File: src/rtl/dmem_arbiter_pkg.sv
// dmem_arbiter_pkg: shared FSM state encoding and default anti-starvation threshold
package dmem_arbiter_pkg;
  typedef enum logic [1:0] {
    IDLE  = 2'd0,
    FORCE = 2'd1,
    DRAIN = 2'd2
  } state_e;
  localparam int STARVE_MAX_DEF = 4;
endpackage

File: src/rtl/dmem_arbiter.sv
// dmem_arbiter: shares one single-port SRAM between MEM-stage loads and store-queue retirement.
// Define DMEM_ARB_STARVE_EN to add the store starvation counter and the FORCE state.
module dmem_arbiter
  import dmem_arbiter_pkg::*;
#(
  parameter int AM         = 11,
  parameter int STARVE_MAX = STARVE_MAX_DEF
) (
  input  logic          clk,
  input  logic          reset,
  input  logic          ld_req,
  input  logic [AM:2]   ld_addr,
  output logic          ld_stall,
  output logic          ld_rvalid,
  output logic [31:0]   ld_data,
  input  logic          stq_mem_req,
  output logic          stq_mem_ack,
  input  logic [31:0]   stq_mem_data,
  input  logic [AM:2]   stq_mem_addr,
  input  logic [3:0]    stq_mem_wenb,
  input  logic          drain_req,
  output logic          drain_done,
  output logic          ram_en,
  output logic [3:0]    ram_we,
  output logic [AM:2]   ram_addr,
  output logic [31:0]   ram_wdata,
  input  logic [31:0]   ram_rdata
);
  state_e state_q, state_d;
  logic   ld_rvalid_q, ld_rvalid_d, drain_done_q, drain_done_d, ld_gnt, store_pri, starved;

  if (STARVE_MAX < 1) begin : g_chk
    $error("STARVE_MAX must be at least 1");
  end

  assign store_pri = state_q != IDLE;

  always_comb begin
    stq_mem_ack = store_pri ? stq_mem_req : stq_mem_req & ~ld_req;
    ld_stall    = store_pri & ld_req & stq_mem_req;
    ld_gnt      = ld_req & ~ld_stall;
    ram_en      = stq_mem_ack | ld_gnt;
    ram_we      = stq_mem_ack ? stq_mem_wenb : 4'b0000;
    ram_addr    = stq_mem_ack ? stq_mem_addr : ld_addr;
    ram_wdata   = stq_mem_data;
    ld_rvalid_d = ld_gnt;
  end

`ifdef DMEM_ARB_STARVE_EN
  localparam int CW = $clog2(STARVE_MAX + 1);
  logic [CW-1:0] cnt_q, cnt_d;
  // Transition on the count being reached so the forced grant lands right after STARVE_MAX denials.
  always_comb begin
    cnt_d   = stq_mem_ack ? '0 :
              (state_q == IDLE && stq_mem_req && cnt_q != CW'(STARVE_MAX)) ? cnt_q + 1'b1 : cnt_q;
    starved = stq_mem_req && cnt_d == CW'(STARVE_MAX);
  end
`else
  assign starved = 1'b0;
`endif

  // An empty queue ends a drain even if drain_req is still held, so a fence always completes.
  always_comb begin
    state_d      = (state_q == DRAIN) ? (stq_mem_req ? DRAIN : IDLE) :
                   drain_req          ? DRAIN :
                   (state_q == FORCE) ? IDLE :
                   starved            ? FORCE : state_q;
    drain_done_d = state_q == DRAIN && !stq_mem_req;
  end

  always_ff @(posedge clk or posedge reset) begin
    if (reset) begin
      state_q      <= IDLE;
      ld_rvalid_q  <= 1'b0;
      drain_done_q <= 1'b0;
`ifdef DMEM_ARB_STARVE_EN
      cnt_q        <= '0;
`endif
    end else begin
      state_q      <= state_d;
      ld_rvalid_q  <= ld_rvalid_d;
      drain_done_q <= drain_done_d;
`ifdef DMEM_ARB_STARVE_EN
      cnt_q        <= cnt_d;
`endif
    end
  end

  assign ld_rvalid  = ld_rvalid_q;
  assign ld_data    = ram_rdata;
  assign drain_done = drain_done_q;
endmodule

File: config.mk
export PLATFORM = sky130hd
export DESIGN_NAME = dmem_arbiter
export DESIGN_NICKNAME = d
export VERILOG_FILES = /design/src/rtl/dmem_arbiter_pkg.sv /design/src/rtl/dmem_arbiter.sv
export SDC_FILE = /design/constraint.sdc
export NUM_CORES = 1
export LEC_CHECK = 0
export BUFFER_PORTS_ARGS = -buffer_cell sky130_fd_sc_hd__buf_4
export CAP_MARGIN = 0
export CORE_AREA = 2 2 67 69
export DETAILED_ROUTE_END_ITERATION = 16
export DIE_AREA = 0 0 69 71
export PLACE_DENSITY = 0.72
export SYNTH_ARGS = -nofsm -noshare
export SYNTH_HDL_FRONTEND = slang
export SYNTH_SLANG_ARGS = --single-unit
File: constraint.sdc
create_clock -name clk -period 1.8 [get_ports clk]
set_clock_uncertainty 0.05 [all_clocks]
set_input_delay 0.18 -clock clk [delete_from_list [all_inputs] [get_ports clk]]
set_output_delay 0.18 -clock clk [all_outputs]
set_load 0.005 [all_outputs]
### After elaboration in Yosys (flattened, before gate mapping)

Index checks and enable logic that the tools add are counted.

| cells by class | value |
|---|---|
| $lt $le $gt $ge | 0 |
| equality and inequality tests | 2 |
| bitwise operators | 7 |
| shifts and indexed selects | 0 |
| multiplexer cells | 7 |
| reductions and logical operators | 4 |
| div/mod/pow operators | 0 |
| multiply operators | 0 |
| add/sub/neg operators | 0 |

Operator list:

| kind | count |
|---|---|
| 10-bit 2-to-1 mux | 1 |
| 2-bit 2-to-1 mux | 4 |
| 1-bit AND | 4 |
| 4-bit 2-to-1 mux | 1 |
| 3-bit nonzero test | 1 |
| 2-bit by 1-bit equality test with 1-bit output (second input constant) | 1 |
| 2-bit equality test (second input constant) | 1 |
| 1-bit NOT | 2 |
| 2-bit nonzero test | 1 |
| 1-bit logical AND | 1 |
| 1-bit zero test | 1 |
| 1-bit 2-to-1 mux | 1 |
| 1-bit OR | 1 |

| storage, ports and cells | value |
|---|---|
| latch bits | 0 |
| register bits after elaboration | 4 |
| bits in read-only memories | 0 |
| memory bits (writable) | 0 |
| memories | 0 |
| bits of input ports | 93 |
| word-level logic and storage cells | 23 |
| output and inout port bits | 83 |

### Logic depth before layout (Yosys ltp)

Gate-level depths: netlist (run 1).

| depth | value |
|---|---|
| word-level depth | 6 |
| mapped depth | 5 |
| mapped depth without buffers | 4 |

### Least setup slack after synthesis (run 1)

No wires, ideal clock.

| timing | value |
|---|---|
| path type | register -> output |
| start | register state_q[1] |
| end | output ram_addr[10] (netlist name) |
| data required time | 1.570 ns |
| setup slack | 0.510 ns |
| data arrival time | 1.060 ns |
| stages on the path, launching flop included | 4 |
| path buffers | 1 |
| path through | dfrtp_1 > o21ai_2 > buf_6 > mux2_4 |

| between the ends | value |
|---|---|
| word-level cells in the longest chain between the ends | 3 |

Ends and longest elaborated chain:

| element | RTL line | RTL |
|---|---|---|
| from (decl) | dmem_arbiter.sv:29 | `state_e state_q, state_d;` |
| from (signal assigned) | dmem_arbiter.sv:80 | `state_q <= state_d;` |
| 2-bit nonzero test | dmem_arbiter.sv:36 | `assign store_pri = state_q != IDLE;` |
| 1-bit 2-to-1 mux | dmem_arbiter.sv:39 | `stq_mem_ack = store_pri ? stq_mem_req : stq_mem_req & ~ld_req;` |
| 10-bit 2-to-1 mux | dmem_arbiter.sv:44 | `ram_addr = stq_mem_ack ? stq_mem_addr : ld_addr;` |
| to (decl) | dmem_arbiter.sv:25 | `output logic [AM:2] ram_addr,` |

No other way between the ends.

### Final worst setup path (run 1)

| timing | value |
|---|---|
| start | register state_q[1] |
| end | output ram_addr[11] (netlist name) |

Same word-level chain as after synthesis.

==> results of run 1 <==
-- cell families after synthesis --
group	Yosys count	share of synthesized area, %
multiplexers	11	19.7
AND/OR/NAND/NOR	7	5.94
AO/OA/AOI/OAI	2	1.72
buffers and inverters	69	63.3
flip-flops	3	9.37
-- per-layer routing --
layer  vias up  part of all wire [%]  global-route usage, %
li1        196                     -                      -
met1       188                    23                   3.79
met2        63                    43                   7.48
met3        28                    22                   5.70
met4         0                    12                   10.2
met5         -                     0                      0
-- registers in the layout, summed over array words and instances (netlist names) --
signal	count
drain_done	1
ld_rvalid	1
state_q	1
-- layout make-up --
class                           instances  area [sq um]  share of cell area (%)
Timing Repair Buffer                   49           370                    46.9
Multi-Input combinational cell         20           219                    27.7
Sequential cell                         3          75.1                    9.51
Tap cell                               52          65.1                    8.24
Clock buffer                            4          45.0                    5.71
Inverter                                4          15.0                    1.90
-- cells in the mapped netlist --
library cell	instances	area [sq um]
or2_2	1	6.26
dfrtp_1	3	75.1
inv_1	3	11.3
buf_4	64	480
mux2_4	9	135
o21ai_2	1	8.76
nor2_1	1	3.75
mux2_2	2	22.5
inv_2	1	3.75
and2_2	4	30.0
buf_6	1	11.3
a21oi_1	1	5.00
and3_2	1	7.51
-- worst max-delay path by stage --
stage	from	depth (start not counted)	slack [ns]	to
after floorplan	state_q[1]$_DFFE_PP0P_	3	0.51	ram_addr[10]
after global placement	state_q[1]$_DFFE_PP0P_	4	0.31	ram_addr[11]
after detailed placement	state_q[1]$_DFFE_PP0P_	4	0.31	ram_addr[11]
after CTS	state_q[1]$_DFFE_PP0P_	4	0.07	ram_addr[11]
after global routing	state_q[1]$_DFFE_PP0P_	4	0.01	ram_addr[11]
final	state_q[1]$_DFFE_PP0P_	4	0.09	ram_addr[11]
-- power by group --
group          internal, mW  switching (mW)
registers            0.0736         0.00378
clock network         0.151          0.0427
logic                 0.119          0.0481
total                 0.344          0.0946
-- stage by stage --
stage          total power, mW  hold WS (ns)
2_1_floorplan            0.261        -0.116
3_3_place_gp             0.243       0.00895
3_5_place_dp             0.246       0.00905
4_1_cts                  0.449         0.101
5_1_grt                  0.470         0.107
6_report                 0.438         0.108
==> run metrics, run 1 <==
WL final=1610 um; Max-Slew Margin vs Limit=87.3%; Setup TNS Final=0 ns; hold_buf cts=1; area delta synth->final=-1.41%; Fmax achieved=584 MHz; post-synthesis net count=185; Rows=24; Hold EP=drain_done$_DFF_PP0_; wire per inst=12.2 um; WP data arrival=1.48 ns; Synth Register Bits=3; Finished Cell Area=790 sq um; hold_sp=stq_mem_req; crit start category=register; Post-CTS Setup Inserts=0; RePlAce Congestion=0.595; cells after synthesis=92; syn avg cell area=8.70 sq um; min-delay worst type=in -> reg; # fillers=469; global-route wire length before repair=2210 um; utilization after layout=18.8%; io pins=176; critical setup path kind=reg -> out; Crit path largest cell delay=0.41 ns; fin crit period=1.71 ns; worst flop-to-flop path endpoint=state_q[1]$_DFFE_PP0P_; CP Cell Sequence=o21ai_2 > buf_4 > mux2_2 > buf_4; clk_lat worst skew=0.21 ns; Slew @ Worst Pin=0.190 ns; Via Count=475; CTS Root Cell=clkbuf_8; PD cells=555 nW/um^2; CP most frequent cell=buf_4; Overflow after GRT=0; GRT Util Overall=5.99%; Iter 0 DRT Violations=4; share of the yosys chip area belonging to registers=9.38%; vias per cell=3.60; Distinct cells, synth=13; final worst-path cycle share=95.2%; largest net degree at the start of global routing=12; Routed Antenna Nets=0; Num CTS Buffers=3; placed cell count=127; final net count=174; H-tree depth=1; I/O Buffers=47; CP required=1.57 ns; # diodes=0; Final WS setup=0.0872 ns; Worst Hold Depth=2; core area=4200 sq um; Worst Path Buf+Inv=2; R2R setup slack=0.88 ns; leakage=0.430 nW; Crit path max-delay family=flip-flops; most frequent cells in the layout=buf_4 (48), mux2_4 (9), and2_2 (4); Syn Std Cell Area=801 sq um; RSZ-0062 raised after global routing=false; full die area=4900 sq um; RR Startpoint=state_q[1]$_DFFE_PP0P_; residual DRC count=0; crit path capture type=primary output; Worst VDD drop=0.117 mV; Fin. Hold Viols=0; non-filler cells, final=132; antenna violations before repair=0; worst-path fanout max=11; share of cells above drive strength 1=87.5%; Die X-Extent=69 um; Resize count post-CTS=0; Ys Warns=0; die height=71 um; CTS tree=done; CTS clk-pin slew, worst paths=0.03 ns; status=finished, final reports clean; commonest non-fill, non-tap cell in the layout=buf_4; initial core utilization=19.0%; Pins Over Slew Limit=0; max_cap viols=0; CTS Buffer Depth=2; vias in the first global route=432; pre-CTS setup slack=0.305 ns; Cell Area, Placed=734 sq um; clock sinks=3; cells on worst reg2reg path=1; drt first pass iters=2; Final setup viols=0; Critical-path top delay cell=dfrtp_1
Note: power is estimated with default switching activity, not from simulation.
==> run 2, diff against run 1 <==
--- a/config.mk
+++ b/config.mk
@@ -7,10 +7,12 @@
 export LEC_CHECK = 0
 export BUFFER_PORTS_ARGS = -buffer_cell sky130_fd_sc_hd__buf_4
 export CAP_MARGIN = 0
-export CORE_AREA = 2 2 67 69
+export CELL_PAD_IN_SITES_DETAIL_PLACEMENT = 1
+export CELL_PAD_IN_SITES_GLOBAL_PLACEMENT = 2
+export CORE_AREA = 2 2 93 95
 export DETAILED_ROUTE_END_ITERATION = 16
-export DIE_AREA = 0 0 69 71
-export PLACE_DENSITY = 0.72
+export DIE_AREA = 0 0 95 97
+export PLACE_DENSITY = 0.93
 export SYNTH_ARGS = -nofsm -noshare
 export SYNTH_HDL_FRONTEND = slang
 export SYNTH_SLANG_ARGS = --single-unit
==> run metrics, run 2 (synthesis gave the netlist of run 1 again) <==
PD cells=517 nW/um^2; drt first pass iters=2; commonest non-fill, non-tap cell in the layout=buf_4; Resize count post-CTS=0; Worst Hold Depth=2; Via Count=476; H-tree depth=1; worst-path fanout max=11; global-route wire length before repair=2160 um; dpl hpwl=1360 um; area delta synth->final=6.88%; Final setup viols=0; full die area=9220 sq um; final net count=174; Post-CTS Setup Inserts=0; leakage=0.430 nW; most frequent cells in the layout=buf_4 (48), mux2_4 (9), and2_2 (4); clock sinks=3; wire per inst=8.74 um; residual DRC count=0; critical setup path kind=reg -> out; WP data arrival=1.50 ns; fin crit period=1.73 ns; cells on worst reg2reg path=1; CTS clk-pin slew, worst paths=0.03 ns; max_cap viols=0; GRT Util Overall=3.08%; CP Cell Sequence=o21ai_2 > buf_4 > mux2_2 > buf_4; crit path capture type=primary output; Crit path largest cell delay=0.41 ns; Routed Antenna Nets=0; share of cells above drive strength 1=87.5%; utilization after layout=10.5%; crit start category=register; CTS tree=done; Max-Slew Margin vs Limit=86.7%; Overflow after GRT=0; Slew @ Worst Pin=0.199 ns; Fin. Hold Viols=0; CP required=1.57 ns; Rows=33; # diodes=0; status=finished, final reports clean; WL final=1620 um; CTS Buffer Depth=2; io pins=176; CTS Root Cell=clkbuf_8; vias in the first global route=512; final worst-path cycle share=96.2%; Fmax achieved=577 MHz; RePlAce Congestion=0.603; # fillers=952; antenna violations before repair=0; vias per cell=2.57; Setup TNS Final=0 ns; Pins Over Slew Limit=0; I/O Buffers=47; Die X-Extent=95 um; largest net degree at the start of global routing=12; clk_lat worst skew=0.21 ns; min-delay worst type=in -> reg; CP most frequent cell=buf_4; initial core utilization=9.84%; Worst VDD drop=0.135 mV; core area=8130 sq um; RSZ-0062 raised after global routing=false; die height=97 um; Iter 0 DRT Violations=4; Num CTS Buffers=3; Critical-path top delay cell=dfrtp_1
==> run 2: cell counts in the layout (fill, tap and decap cells not counted) <==
No cell type changed its count.
==> run 2: power by group <==
group          internal, mW  leakage (nW)  total, mW  switching, mW
Combinational         0.119         0.371      0.170         0.0507
Sequential           0.0736        0.0368     0.0778        0.00416
Clock                 0.151        0.0228      0.194         0.0433
Total                 0.344         0.430      0.442         0.0982
==> run 2: worst max-delay path: cells and delay by family (launching register included) <==
kind	cells	cell delay [ns]
AO/OA/AOI/OAI	1	0.14
buffers and inverters	2	0.37
flip-flops	1	0.41
multiplexers	1	0.36
==> run 2: final cells by class <==
cell class                 instances  area [sq um]  share of cell area, %
timing repair buffer              49           370                   43.3
clock buffer                       4          45.0                   5.26
sequential                         3          75.1                   8.77
inverter                           4          15.0                   1.75
multi-input combinational         20           219                   25.6
tap                              105           131                   15.4
==> run 2: what timing repair did <==
item | CTS | global route
hold buffers | 1 | 0
endpoints found under the setup margin | 0 | 0
hold endpoints to repair | 3 | 0
==> run 2: through the flow <==
step	power [mW]	hold slack, ns	instances	area (sq um)	setup WS (ns)
2_1_floorplan	0.261	-0.116	92	801	0.510
3_3_place_gp	0.246	0.0103	180	801	0.306
3_5_place_dp	0.250	0.0196	180	801	0.290
4_1_cts	0.456	0.102	185	856	0.0473
5_1_grt	0.472	0.114	185	856	0.00149
6_report	0.442	0.110	185	856	0.0682
==> run 2: layer usage <==
| metal | vias up | track usage (%) | wire (um) |
|---|---|---|---|
| li1 | 196 | - | - |
| met1 | 207 | 1.79 | 394 |
| met2 | 53 | 5.07 | 758 |
| met3 | 20 | 1.87 | 361 |
| met4 | 0 | 4.35 | 101 |
| met5 | - | 0 | 0 |
==> run 2: worst paths after layout <==
| path | slack, ns | from | endpoint |
|---|---|---|---|
| min in group asynchronous | 0.36 | reset | ld_rvalid$_DFF_PP0_ |
| worst min-delay path | 0.11 | stq_mem_req | drain_done$_DFF_PP0_ |
| worst min register to register | 0.49 | state_q[1]$_DFFE_PP0P_ | ld_rvalid$_DFF_PP0_ |
| worst max register to register | 0.87 | state_q[1]$_DFFE_PP0P_ | state_q[1]$_DFFE_PP0P_ |
| worst max-delay path | 0.07 | state_q[1]$_DFFE_PP0P_ | ram_addr[11] |
| max in group asynchronous | 1.20 | reset | state_q[1]$_DFFE_PP0P_ |
